## config.mk

```make
export PLATFORM = sky130hd
export DESIGN_NAME = aes_job_arbiter
export DESIGN_NICKNAME = d
export VERILOG_FILES = /design/src/rtl/aes_ctrl_pkg.sv /design/src/rtl/aes_job_arbiter_rr_picker.sv /design/src/rtl/aes_job_arbiter.sv
export SDC_FILE = /design/constraint.sdc
export NUM_CORES = 1
export LEC_CHECK = 0
export CORE_MARGIN = 2
export CORE_UTILIZATION = 30
export CTS_BUF_LIST = sky130_fd_sc_hd__clkbuf_2
export DETAILED_ROUTE_END_ITERATION = 10
export PLACE_DENSITY_LB_ADDON = 0.3
export REMOVE_ABC_BUFFERS = 1
export SETUP_SLACK_MARGIN = 0.5
export SLEW_MARGIN = 20
export SYNTH_ARGS = -nofsm -noshare
export SYNTH_HDL_FRONTEND = slang
export SYNTH_SLANG_ARGS = --single-unit
export TNS_END_PERCENT = 50
```

## constraint.sdc

```tcl
create_clock -name clk -period 2.45 [get_ports clk]
set_clock_uncertainty 0.2 [all_clocks]
set_input_delay 0.245 -clock clk [delete_from_list [all_inputs] [get_ports clk]]
set_output_delay 0.245 -clock clk [all_outputs]
set_load 0.01 [all_outputs]
```

## src/rtl/aes_ctrl_pkg.sv

```systemverilog
// Shared control types for the AES-128 core front end: arbiter state encoding
// and requester/watchdog sizing, also used by the core start/done wrapper.
// Pure declarations, no logic.
package aes_ctrl_pkg;

  // Largest requester count the arbiter supports (grant index fits in 2 bits).
  localparam int NREQ_MAX = 4;

  // Default BUSY watchdog limit in cycles (only used when AES_WATCHDOG_EN is defined).
  localparam int TIMEOUT_CYCLES_DEF = 64;

  typedef enum logic [1:0] {
    IDLE,
    ISSUE,
    BUSY,
    RESP
  } arb_state_t;

endpackage

```

## src/rtl/aes_job_arbiter_rr_picker.sv

```systemverilog
// Purpose: round-robin pick of the first valid requester at or above rr_ptr, wrapping.
// Latency: purely combinational, zero cycles.
// Backpressure: none; the caller decides whether the pick is accepted.
module rr_picker
  import aes_ctrl_pkg::*;
#(
  parameter int NREQ = 2,
  parameter int IW   = $clog2(NREQ)
) (
  input  logic [NREQ-1:0] req_valid,
  input  logic [IW-1:0]   rr_ptr,
  output logic            any,
  output logic [IW-1:0]   g
);

  // Doubling the request vector lets a plain right shift act as a rotate.
  logic [2*NREQ-1:0] dbl;
  logic [NREQ-1:0]   rot;
  int                sum;

  assign dbl = {req_valid, req_valid};

  // Rotate so rr_ptr sits at bit 0, then take the lowest set bit; scanning
  // downward lets the lowest offset win, and the offset maps back modulo NREQ.
  always_comb begin
    rot = NREQ'(dbl >> rr_ptr);
    any = |rot;
    g   = '0;
    sum = 0;
    for (int k = NREQ - 1; k >= 0; k--) begin
      if (rot[k]) begin
        sum = int'(rr_ptr) + k;
        if (sum >= NREQ) begin
          sum = sum - NREQ;
        end
        g = IW'(sum);
      end
    end
  end

endmodule

```

## src/rtl/aes_job_arbiter.sv

```systemverilog
// Purpose: shares one AES-128 core among NREQ requesters, round-robin, one job at a time.
// Latency: accept at N -> core_start at N+1; core_done at M -> resp_valid at M+1.
// Backpressure: no accept while a job is in flight; resp_valid holds until resp_ready.
// Optional feature: define AES_WATCHDOG_EN for a BUSY timeout that returns resp_err=1.
module aes_job_arbiter
  import aes_ctrl_pkg::*;
#(
  parameter int NREQ           = 2,
  parameter int TIMEOUT_CYCLES = TIMEOUT_CYCLES_DEF
) (
  input  logic                     clk,
  input  logic                     reset_n,
  input  logic [NREQ-1:0]          req_valid,
  input  logic [NREQ-1:0]          req_encrypt,
  input  logic [NREQ-1:0]          req_new_key,
  output logic [NREQ-1:0]          req_ready,
  output logic [$clog2(NREQ)-1:0]  grant_idx,
  output logic                     busy,
  output logic                     core_start,
  output logic                     core_sel_cypher,
  output logic                     core_key_change,
  input  logic                     core_done,
  output logic [NREQ-1:0]          resp_valid,
  input  logic [NREQ-1:0]          resp_ready
`ifdef AES_WATCHDOG_EN
  ,
  output logic                     resp_err
`endif
);

  localparam int IW = $clog2(NREQ);

  // Reject configurations the grant encoding or watchdog cannot represent.
  if (NREQ < 2 || NREQ > NREQ_MAX || TIMEOUT_CYCLES < 2) begin : g_bad_cfg
    $error("aes_job_arbiter: NREQ must be 2..4 and TIMEOUT_CYCLES at least 2");
  end

  arb_state_t       state;
  logic [IW-1:0]    gnt;
  logic [IW-1:0]    rr_ptr;
  logic [IW-1:0]    rr_next;
  logic             key_valid;
  logic [IW-1:0]    key_owner;

  logic             pick_any;
  logic [IW-1:0]    pick_g;
  logic [NREQ-1:0]  pick_oh;
  logic [NREQ-1:0]  gnt_oh;
  logic             enc_sel;
  logic             nk_sel;
  logic             resp_hs;

`ifdef AES_WATCHDOG_EN
  localparam int               WD_W    = $clog2(TIMEOUT_CYCLES);
  localparam logic [WD_W-1:0]  WD_LAST = WD_W'(TIMEOUT_CYCLES - 1);
  logic [WD_W-1:0]             wd_cnt;
`endif

  rr_picker #(
    .NREQ (NREQ),
    .IW   (IW)
  ) u_pick (
    .req_valid (req_valid),
    .rr_ptr    (rr_ptr),
    .any       (pick_any),
    .g         (pick_g)
  );

  assign pick_oh   = NREQ'(1) << pick_g;
  assign gnt_oh    = NREQ'(1) << gnt;
  assign enc_sel   = |(req_encrypt & pick_oh);
  assign nk_sel    = |(req_new_key & pick_oh);
  assign resp_hs   = |(resp_ready & gnt_oh);
  assign grant_idx = gnt;

  // Accept strobe is offered only in IDLE, to the round-robin winner.
  always_comb begin
    req_ready = '0;
    if (state == IDLE && pick_any) begin
      req_ready = pick_oh;
    end
  end

  // Next rotation start: one past the requester just served, wrapping.
  always_comb begin
    rr_next = '0;
    if (int'(gnt) != NREQ - 1) begin
      rr_next = gnt + 1'b1;
    end
  end

  // Job FSM: accept, issue a one-cycle start, wait for the core, hold the response.
  always_ff @(posedge clk or negedge reset_n) begin
    if (!reset_n) begin
      state           <= IDLE;
      gnt             <= '0;
      rr_ptr          <= '0;
      key_valid       <= 1'b0;
      key_owner       <= '0;
      busy            <= 1'b0;
      core_start      <= 1'b0;
      core_sel_cypher <= 1'b0;
      core_key_change <= 1'b0;
      resp_valid      <= '0;
`ifdef AES_WATCHDOG_EN
      wd_cnt          <= '0;
      resp_err        <= 1'b0;
`endif
    end else begin
      // Start and its qualifiers live for the single ISSUE cycle only.
      core_start      <= 1'b0;
      core_sel_cypher <= 1'b0;
      core_key_change <= 1'b0;
      case (state)
        IDLE: begin
          if (pick_any) begin
            gnt             <= pick_g;
            busy            <= 1'b1;
            core_start      <= 1'b1;
            core_sel_cypher <= enc_sel;
            // Re-expand whenever the expanded key might not belong to this requester.
            core_key_change <= nk_sel | ~key_valid | (key_owner != pick_g);
            state           <= ISSUE;
          end
        end
        ISSUE: begin
          key_valid <= 1'b1;
          key_owner <= gnt;
`ifdef AES_WATCHDOG_EN
          wd_cnt    <= '0;
`endif
          state     <= BUSY;
        end
        BUSY: begin
          if (core_done) begin
            resp_valid <= gnt_oh;
`ifdef AES_WATCHDOG_EN
            resp_err   <= 1'b0;
`endif
            state      <= RESP;
          end
`ifdef AES_WATCHDOG_EN
          else if (wd_cnt == WD_LAST) begin
            // The core state is unknown after a hang, so its key is no longer trusted.
            resp_valid <= gnt_oh;
            resp_err   <= 1'b1;
            key_valid  <= 1'b0;
            state      <= RESP;
          end else begin
            wd_cnt <= wd_cnt + 1'b1;
          end
`endif
        end
        RESP: begin
          if (resp_hs) begin
            resp_valid <= '0;
            busy       <= 1'b0;
            rr_ptr     <= rr_next;
`ifdef AES_WATCHDOG_EN
            resp_err   <= 1'b0;
`endif
            state      <= IDLE;
          end
        end
        default: state <= IDLE;
      endcase
    end
  end

endmodule

```

# After elaboration in Yosys (flattened, before gate mapping)
# Index checks and enable logic that the tools add are counted.
# totals
n_memories	0
out_inout_bits	9
mem_bits_ro	0
latchBits	0
ram_bits	0
input_bits	11
regBits	12
# op_classes
n_eq_ne	7
div_mod_pow	0
reduce_logical	13
mux	21
mul	0
n_lt_le_gt_ge	2
n_shift	3
addsub	4
bitwise_logic	6
# op_table
cell	n
2-to-1 mux 1 bit	13
2-to-1 mux 2 bit	5
AND reduction 3 bit	3
case mux 2 bit (4 select lines)	1
OR reduction 2 bit	4
AND 2 bit	3
!= test 2 bit, second input constant	3
equality test 2 bit, second input constant	2
case mux 2 bit (2 select lines)	1
AND reduction 2 bit	2
nonzero test 2 bit	2
<< shifter 1 x 1 -> 2 bit, first input constant	2
>> shifter 4 x 1 -> 2 bit	1
adder 1 x 1 -> 2 bit, second input constant	1
equality test 2 x 1 -> 1 bit, second input constant	1
greater-or-equal comparator 1 x 2 -> 1 bit, second input constant	1
greater-or-equal comparator 2 bit, second input constant	1
logical NOT 2 bit	1
OR 1 bit	2
case mux 1 bit (2 select lines)	1
subtractor 1 bit, second input constant	2
adder 1 bit, second input constant	1
logical AND 1 bit	1
!= test 1 bit	1
inverter 1 bit	1

# Depth between registers and ports, before layout
# Gate-level depths: netlist of run 1.
# logic_depth
depth_word	12
depth_mapped	6
mapped_depth_nobuf	6

# Modules after synthesis
# A second synthesis of run 1 with hierarchy kept.
# hier_totals
hier_cells	61
hier_area_um2	613.1
# modules_own_cells
module	cells_per_inst	instances	area_each_um2
aes_job_arbiter	58	1	595.6
rr_picker	3	1	17.5

# Least setup slack after synthesis of run 1
# Ideal clock, no wire load.
# synth_path
path_kind	reg2reg
start	register state[0]
end	register state[1]
period_less_slack_ps	1706
stages_incl_launch_ff	5
arrival_ps	1378
setup_slack_ps	744
path_buffers	1
path_cell_list	dfrtp_1 > ha_1 > clkbuf_1 > a221oi_2 > mux2_1
# synth_between
elab_chain_len	3
# synth_rtl
item	line_no	text
start: declaration	aes_job_arbiter.sv:38	arb_state_t state;
start signal: assignment	aes_job_arbiter.sv:95	state <= IDLE;
start signal: assignment	aes_job_arbiter.sv:123	state <= ISSUE;
start signal: assignment	aes_job_arbiter.sv:132	state <= BUSY;
equality test 2 bit / logical NOT 2 bit (equally long branches)	aes_job_arbiter.sv:114	case (state)
!= test 2 bit (no line)	n/a	
AND reduction 3 bit (no line)	n/a	
# Several ways; a longest one is shown, not always the timed one.
# A chain may end at the register's enable or synchronous reset.

# Final worst setup path of run 1
# layout_path
start	register state[0]
end	output req_ready[1]
# layout_between
elab_chain_len	3
# layout_rtl
item	line_no	text
logical NOT 2 bit	aes_job_arbiter.sv:79	if (state == IDLE && pick_any) begin
logical AND 1 bit	aes_job_arbiter.sv:79	
2-to-1 mux 2 bit	aes_job_arbiter.sv:79	
end: declaration	aes_job_arbiter.sv:16	output logic [NREQ-1:0] req_ready,
# Every way passes these cells.

==> impl_results.md, run 1 <==
* Worst Max-Slew Pin Slew at 0.550 ns
* Antenna-violating nets left at 0
* Chip width at 49.2 um
* Slowest stage cell, crit path: dfrtp_1
* Die area at 2420 sq um
* Hold Crit Class: in -> async
* Filler Cell Count at 192
* Reg-to-reg slack, setup at 0.60 ns
* Post-DP HPWL at 991 um
* CP endpoint kind: output pin
* Final count of negative-setup-slack endpoints at 0
* Dpl cells at 107
* DR pass1 iterations at 2
* CP cell instances: inv_2 > ha_4 > nand2_1 > nor2_2 > clkdlybuf4s15_2
* Worst R2R Start: state[0]
* WL/cell at 12.2 um
* Max_slew headroom at 63.2%
* Reg area at 300 sq um
* Via count at 541
* DRC Markers at 0
* Worst vdd ir at 0.592 mV
* Setup TNS at 0 ns
* Unrepaired setup endpoints after global routing: true
* Clock insertion delay at the later pin of the skew report at 0.26 ns
* TritonCTS buffer count at 3
* CTS H-Tree Depth at 1
* Fin util at 45.0%
* Syn avg cell area at 9.89 sq um
* Iter 0 DRT Violations at 2
* Crit path kind: reg -> out
* Initial Util at 31.6%
* Final Hold Viols at 0
* Fmax at 0.531 GHz
* Critical path's largest stage delay at 0.44 ns
* Multi-input logic area at 309 sq um
* Share of layout cells above drive strength 1 at 16.5%
* Req. time, crit path at 2.01 ns
* Row count at 16
* Fraction of the cycle the final worst path needs at 76.8%
* Post-synthesis sequential area ratio at 49.0%
* Nets@finish at 101
* YS warnings at 0
* Ant. Diodes at 0
* CTS tree: built
* Mapped cell area at 613 sq um
* Synth cell types at 24
* Ports at 20
* PortBufs at 19
* Maxcap violations at 0
* RD Place Congestion at 0.735
* Final Max Slew Viols at 0
* Core ar. at 1940 sq um
* Vias/cell at 4.83
* CTS sink count at 12
* P_leak at 0.375 nW
* PwrDens at 1070 nW/um^2
* Cells after synthesis at 62
* Global-route wire length before repair at 2200 um
* Total Routing Usage GR at 12.1%
* Crit-path max FO at 6
* Die height at 49.2 um
* Startpoint type of the worst setup path: register
* Clock Tree Buf Depth at 2
* WL final at 1360 um
* Area Overhead vs Synth at 42.7%
* Min Tclk post-route at 1.88 ns
* Final Non-Filler Cells at 112
* Worst R2R End: state[1]
* Initial antenna violation count at 0
* Grt ovf at 0
* Outcome: finished clean
* Worst r2r path cells at 5
* Root Buffer: clkbuf_2
* Vias in the first global route at 512
* Seq cells post-synth at 12
* Clk slew on worst S/H paths at 0.11 ns
* Largest net degree at the start of global routing at 13
* Hold Buf Count CTS at 0
* Worst EP arrival at 1.44 ns
## power by group
group,internal [W],switching [W],total (W)
clock,0.0000355,0.0000631,0.0000985
sequential,0.000275,0.0000683,0.000343
combinational,0.000257,0.000236,0.000493
## state kept, by name, indices dropped and copies added, names as in the netlist
signal           flops
key_owner            1
grant_idx            1
key_valid            1
core_start           1
rr_ptr               1
core_sel_cypher      1
busy                 1
state                2
resp_valid           2
core_key_change      1
## per-stage QoR
| stage | hold slack, ns | power [W] | area, sq um | worst slack, ns |
|---|---|---|---|---|
| global placement | 0.289 | 0.000794 | 833 | 0.369 |
| global route | 0.153 | 0.00102 | 875 | 0.473 |
| detailed placement | 0.289 | 0.000799 | 833 | 0.367 |
| finish | 0.125 | 0.000935 | 875 | 0.568 |
| CTS | 0.140 | 0.000922 | 868 | 0.510 |
| floorplan | -0.251 | 0.000613 | 609 | 0.776 |
## cells in the mapped netlist
| library cell | n | share of area (%) |
|---|---|---|
| nand4b_1 | 1 | 1.4 |
| mux2i_1 | 1 | 1.6 |
| a2bb2oi_1 | 1 | 1.4 |
| nand2_1 | 6 | 3.7 |
| dfrtp_1 | 12 | 49 |
| inv_1 | 5 | 3.1 |
| a21oi_1 | 3 | 2.4 |
| o22ai_1 | 1 | 1.0 |
| mux2_2 | 1 | 1.8 |
| a22o_1 | 1 | 1.4 |
| mux2_1 | 1 | 1.8 |
| nand3_1 | 4 | 3.3 |
| o21ai_0 | 4 | 3.3 |
| clkbuf_1 | 1 | 0.61 |
| nor2_1 | 6 | 3.7 |
| a221oi_2 | 1 | 2.4 |
| nor2b_1 | 3 | 3.1 |
| nor3_1 | 1 | 0.82 |
| a31oi_1 | 1 | 1.0 |
| o31a_1 | 1 | 1.4 |
| nand4_1 | 1 | 1.0 |
| ha_1 | 4 | 8.2 |
| o221ai_1 | 1 | 1.4 |
| or2_2 | 1 | 1.0 |
## cell families after synthesis
family / Yosys count / synth area share [%]
and+or+nand+nor: 23 / 18.0
DFF: 12 / 49.0
AOI/OAI and AO/OA: 14 / 15.9
buffers and inverters: 6 / 3.67
muxes: 3 / 5.31
adders and majority gates: 4 / 8.16
## cell usage in the layout, fill, tap and decap left out, drive strengths merged, types with 2 or more instances in the layout
master / synthesis / layout
ha: 4 / 4
o21ai: 4 / 4
clkdlybuf4s50: 0 / 17
nand3: 4 / 4
nor2: 6 / 6
clkbuf: 1 / 4
dfrtp: 12 / 12
inv: 5 / 5
nor2b: 3 / 3
a21oi: 3 / 3
mux2: 2 / 2
nand2: 6 / 6
## worst max-delay path, delay by kind of cell, from the launching register on
family | cells | cell delay [ns]
flip-flops | 1 | 0.44
buffers and inverters | 2 | 0.33
AND/OR/NAND/NOR | 2 | 0.24
adder cells (fa/ha/maj) | 1 | 0.16
## repair_timing
action                     CTS  global route
setup buffers                0             1
pin swaps                    0             1
setup endpoints to repair    2             3
gates resized for setup      8             4
## how the worst max path moves through the flow
stage | start | endpoint | slack [ns] | depth (start not counted)
2_1_floorplan | state[0] | state[1] | 0.78 | 5
3_3_place_gp | req_valid[0] | req_ready[0] | 0.37 | 4
3_5_place_dp | req_valid[0] | req_ready[0] | 0.37 | 4
4_1_cts | state[1] | req_ready[1] | 0.51 | 5
5_1_grt | state[0] | req_ready[1] | 0.47 | 5
6_report | state[0] | req_ready[1] | 0.57 | 5
## metal layers
| layer | part of all wire (%) | vias to the layer above | wire length, um | track usage, % |
|---|---|---|---|---|
| met5 | 0 | - | 0 | 0 |
| met3 | 4.5 | 2 | 62 | 5.21 |
| met1 | 41 | 266 | 565 | 12.9 |
| met2 | 53 | 7 | 723 | 21.2 |
| li1 | - | 266 | - | - |
| met4 | 0.88 | 0 | 12 | 4.29 |
## area by class of cell
cell class / count / area share [%]
Timing Repair Buffer: 20 / 22.2
Tap cell: 27 / 3.86
Clock inverter: 1 / 0.429
Multi-Input combinational cell: 44 / 35.3
Clock buffer: 3 / 1.72
Sequential cell: 12 / 34.3
Inverter: 5 / 2.15
No activity file was read; power rests on OpenSTA's default activity.
==> inputs of run 2 (changes only) <==
==> constraint.sdc (replaced) <==
create_clock -name clk -period 1.69 [get_ports clk]
set_clock_uncertainty 0.2 [all_clocks]
set_input_delay 0.169 -clock clk [delete_from_list [all_inputs] [get_ports clk]]
set_output_delay 0.169 -clock clk [all_outputs]
set_load 0.01 [all_outputs]
==> run 2 against run 1 <==
- combinational power grew to 2.7 times the previous value
- die area stayed put
- power is 110% higher
- sequential cell count stayed put
- hold slack better by 0.18 ns
- largest power group unchanged
- highest routed layer unchanged
==> impl_results.md, run 2 (synthesis results as in run 1) <==
* Grt ovf at 0
* Chip width at 49.2 um
* Final Max Slew Viols at 0
* Final count of negative-setup-slack endpoints at 0
* Ant. Diodes at 0
* Initial Util at 31.6%
* Post-DP HPWL at 1170 um
* Final Hold Viols at 0
* RD Place Congestion at 0.716
* Antenna-violating nets left at 0
* CTS tree: built
* Slowest stage cell, crit path: dfrtp_1
* Fmax at 0.594 GHz
* Worst vdd ir at 1.02 mV
* P_leak at 0.532 nW
* Core ar. at 1940 sq um
* Clock Tree Buf Depth at 2
* Hold Path End: core_sel_cypher
* Clock insertion delay at the later pin of the skew report at 0.27 ns
* Share of layout cells above drive strength 1 at 56.4%
* TritonCTS buffer count at 3
* Worst R2R End: state[1]
* Commonest cells after routing, fill and taps aside: buf_4 (17), dfrtp_1 (12), clkdlybuf4s50_1 (10), buf_6 (9), buf_2 (7)
* CTS H-Tree Depth at 1
* DRC Markers at 0
* WL final at 1760 um
* Worst hold margin at 0.306 ns
* Cell family with most CP delay: flip-flops
* CTS sink count at 12
* Regs by FF count: resp_valid x2, state x2
* Startpoint type of the worst setup path: register
* Crit-path max FO at 3
* Worst r2r path cells at 5
* Row count at 16
* WL/cell at 12.8 um
* Fraction of the cycle the final worst path needs at 99.6%
* Vias in the first global route at 668
* Most common cell after layout, fill and taps aside: buf_4
* Req. time, crit path at 1.66 ns
* Via count at 635
* Clk slew on worst S/H paths at 0.12 ns
* Crit path kind: reg -> reg
* Unrepaired setup endpoints after global routing: true
* Area Overhead vs Synth at 90.6%
* Worst EP arrival at 1.65 ns
* CP endpoint kind: register
* Origin of the worst setup path: state[1]
* Critical path's largest stage delay at 0.42 ns
* Fin util at 60.2%
* Global-route wire length before repair at 2870 um
* Hold Crit Class: in -> reg
* PwrDens at 1670 nW/um^2
* Min-Delay Startpoint: req_encrypt[0]
* Die height at 49.2 um
* Maxcap violations at 0
* Die area at 2420 sq um
* Nets@finish at 126
* Iter 0 DRT Violations at 8
* Vias/cell at 4.64
* Worst Path Buf+Inv at 1
* Ports at 20
* DR pass1 iterations at 4
* Worst R2R Start: state[1]
* Min Tclk post-route at 1.68 ns
* Outcome: finished clean
* Worst Max-Slew Pin Slew at 0.281 ns
* Max_slew headroom at 81.2%
* PortBufs at 19
* Initial antenna violation count at 0
* Hold Path Depth at 2
* Total Routing Usage GR at 15.8%
* Root Buffer: clkbuf_2
* Reg-to-reg slack, setup at 0.006 ns
* CP cell instances: buf_6 > ha_4 > nor2b_4 > a221oi_4 > mux2_4
* Largest net degree at the start of global routing at 13
[run 2: changes by cell type in the layout (fill, tap and decap cells not counted), sizes merged]
cell,delta
clkdlybuf4s50,-7
dlygate4sd3,+1
buf,+32
clkdlybuf4s15,-1
[run 2: worst max path at each step]
| stage | to | cells after the start |
|---|---|---|
| 2_1_floorplan | state[1] | 5 |
| 3_3_place_gp | req_ready[1] | 4 |
| 3_5_place_dp | req_ready[1] | 4 |
| 4_1_cts | state[1] | 6 |
| 5_1_grt | state[1] | 6 |
| 6_report | state[1] | 5 |
[run 2: cell type report]
class,count,area (sq um)
tap,27,33.8
sequential,12,300
inverter,5,18.8
fill,173,773
timing repair buffer,45,379
clock inverter,1,3.75
multi-input combinational,44,418
clock buffer,3,15.0
[run 2: power by group]
part	total, W	internal, W	switching [W]
Sequential	0.000467	0.000398	0.0000682
Clock	0.000145	0.0000514	0.0000936
Combinational	0.00134	0.000753	0.000585
[run 2: per-layer routing]
metal	track usage (%)	share of wire, %	vias up
met5	0	0	-
met4	5.24	0.80	0
met3	6.13	3.8	4
met2	28.6	57	7
met1	16.4	39	311
li1	-	-	313
[run 2: per-stage QoR]
step / cells / setup TNS (ns) / worst slack, ns / power (W) / instance area, sq um
floorplan: 61 / 0 / 0.0156 / 0.000889 / 609
global placement: 124 / -0.298 / -0.116 / 0.00136 / 961
detailed placement: 124 / -0.416 / -0.159 / 0.00138 / 961
CTS: 134 / 0 / 0.0183 / 0.00182 / 1120
global route: 137 / -0.0770 / -0.0329 / 0.00209 / 1170
finish: 137 / 0 / 0.00593 / 0.00195 / 1170
[run 2: what timing repair did]
action / CTS / global route
pin swaps: 6 / 4
hold buffers: 1 / 0
resized for setup: 44 / 27
hold endpoints to repair: 12 / 0
buffers inserted: 5 / 3
endpoints found under the setup margin: 21 / 21
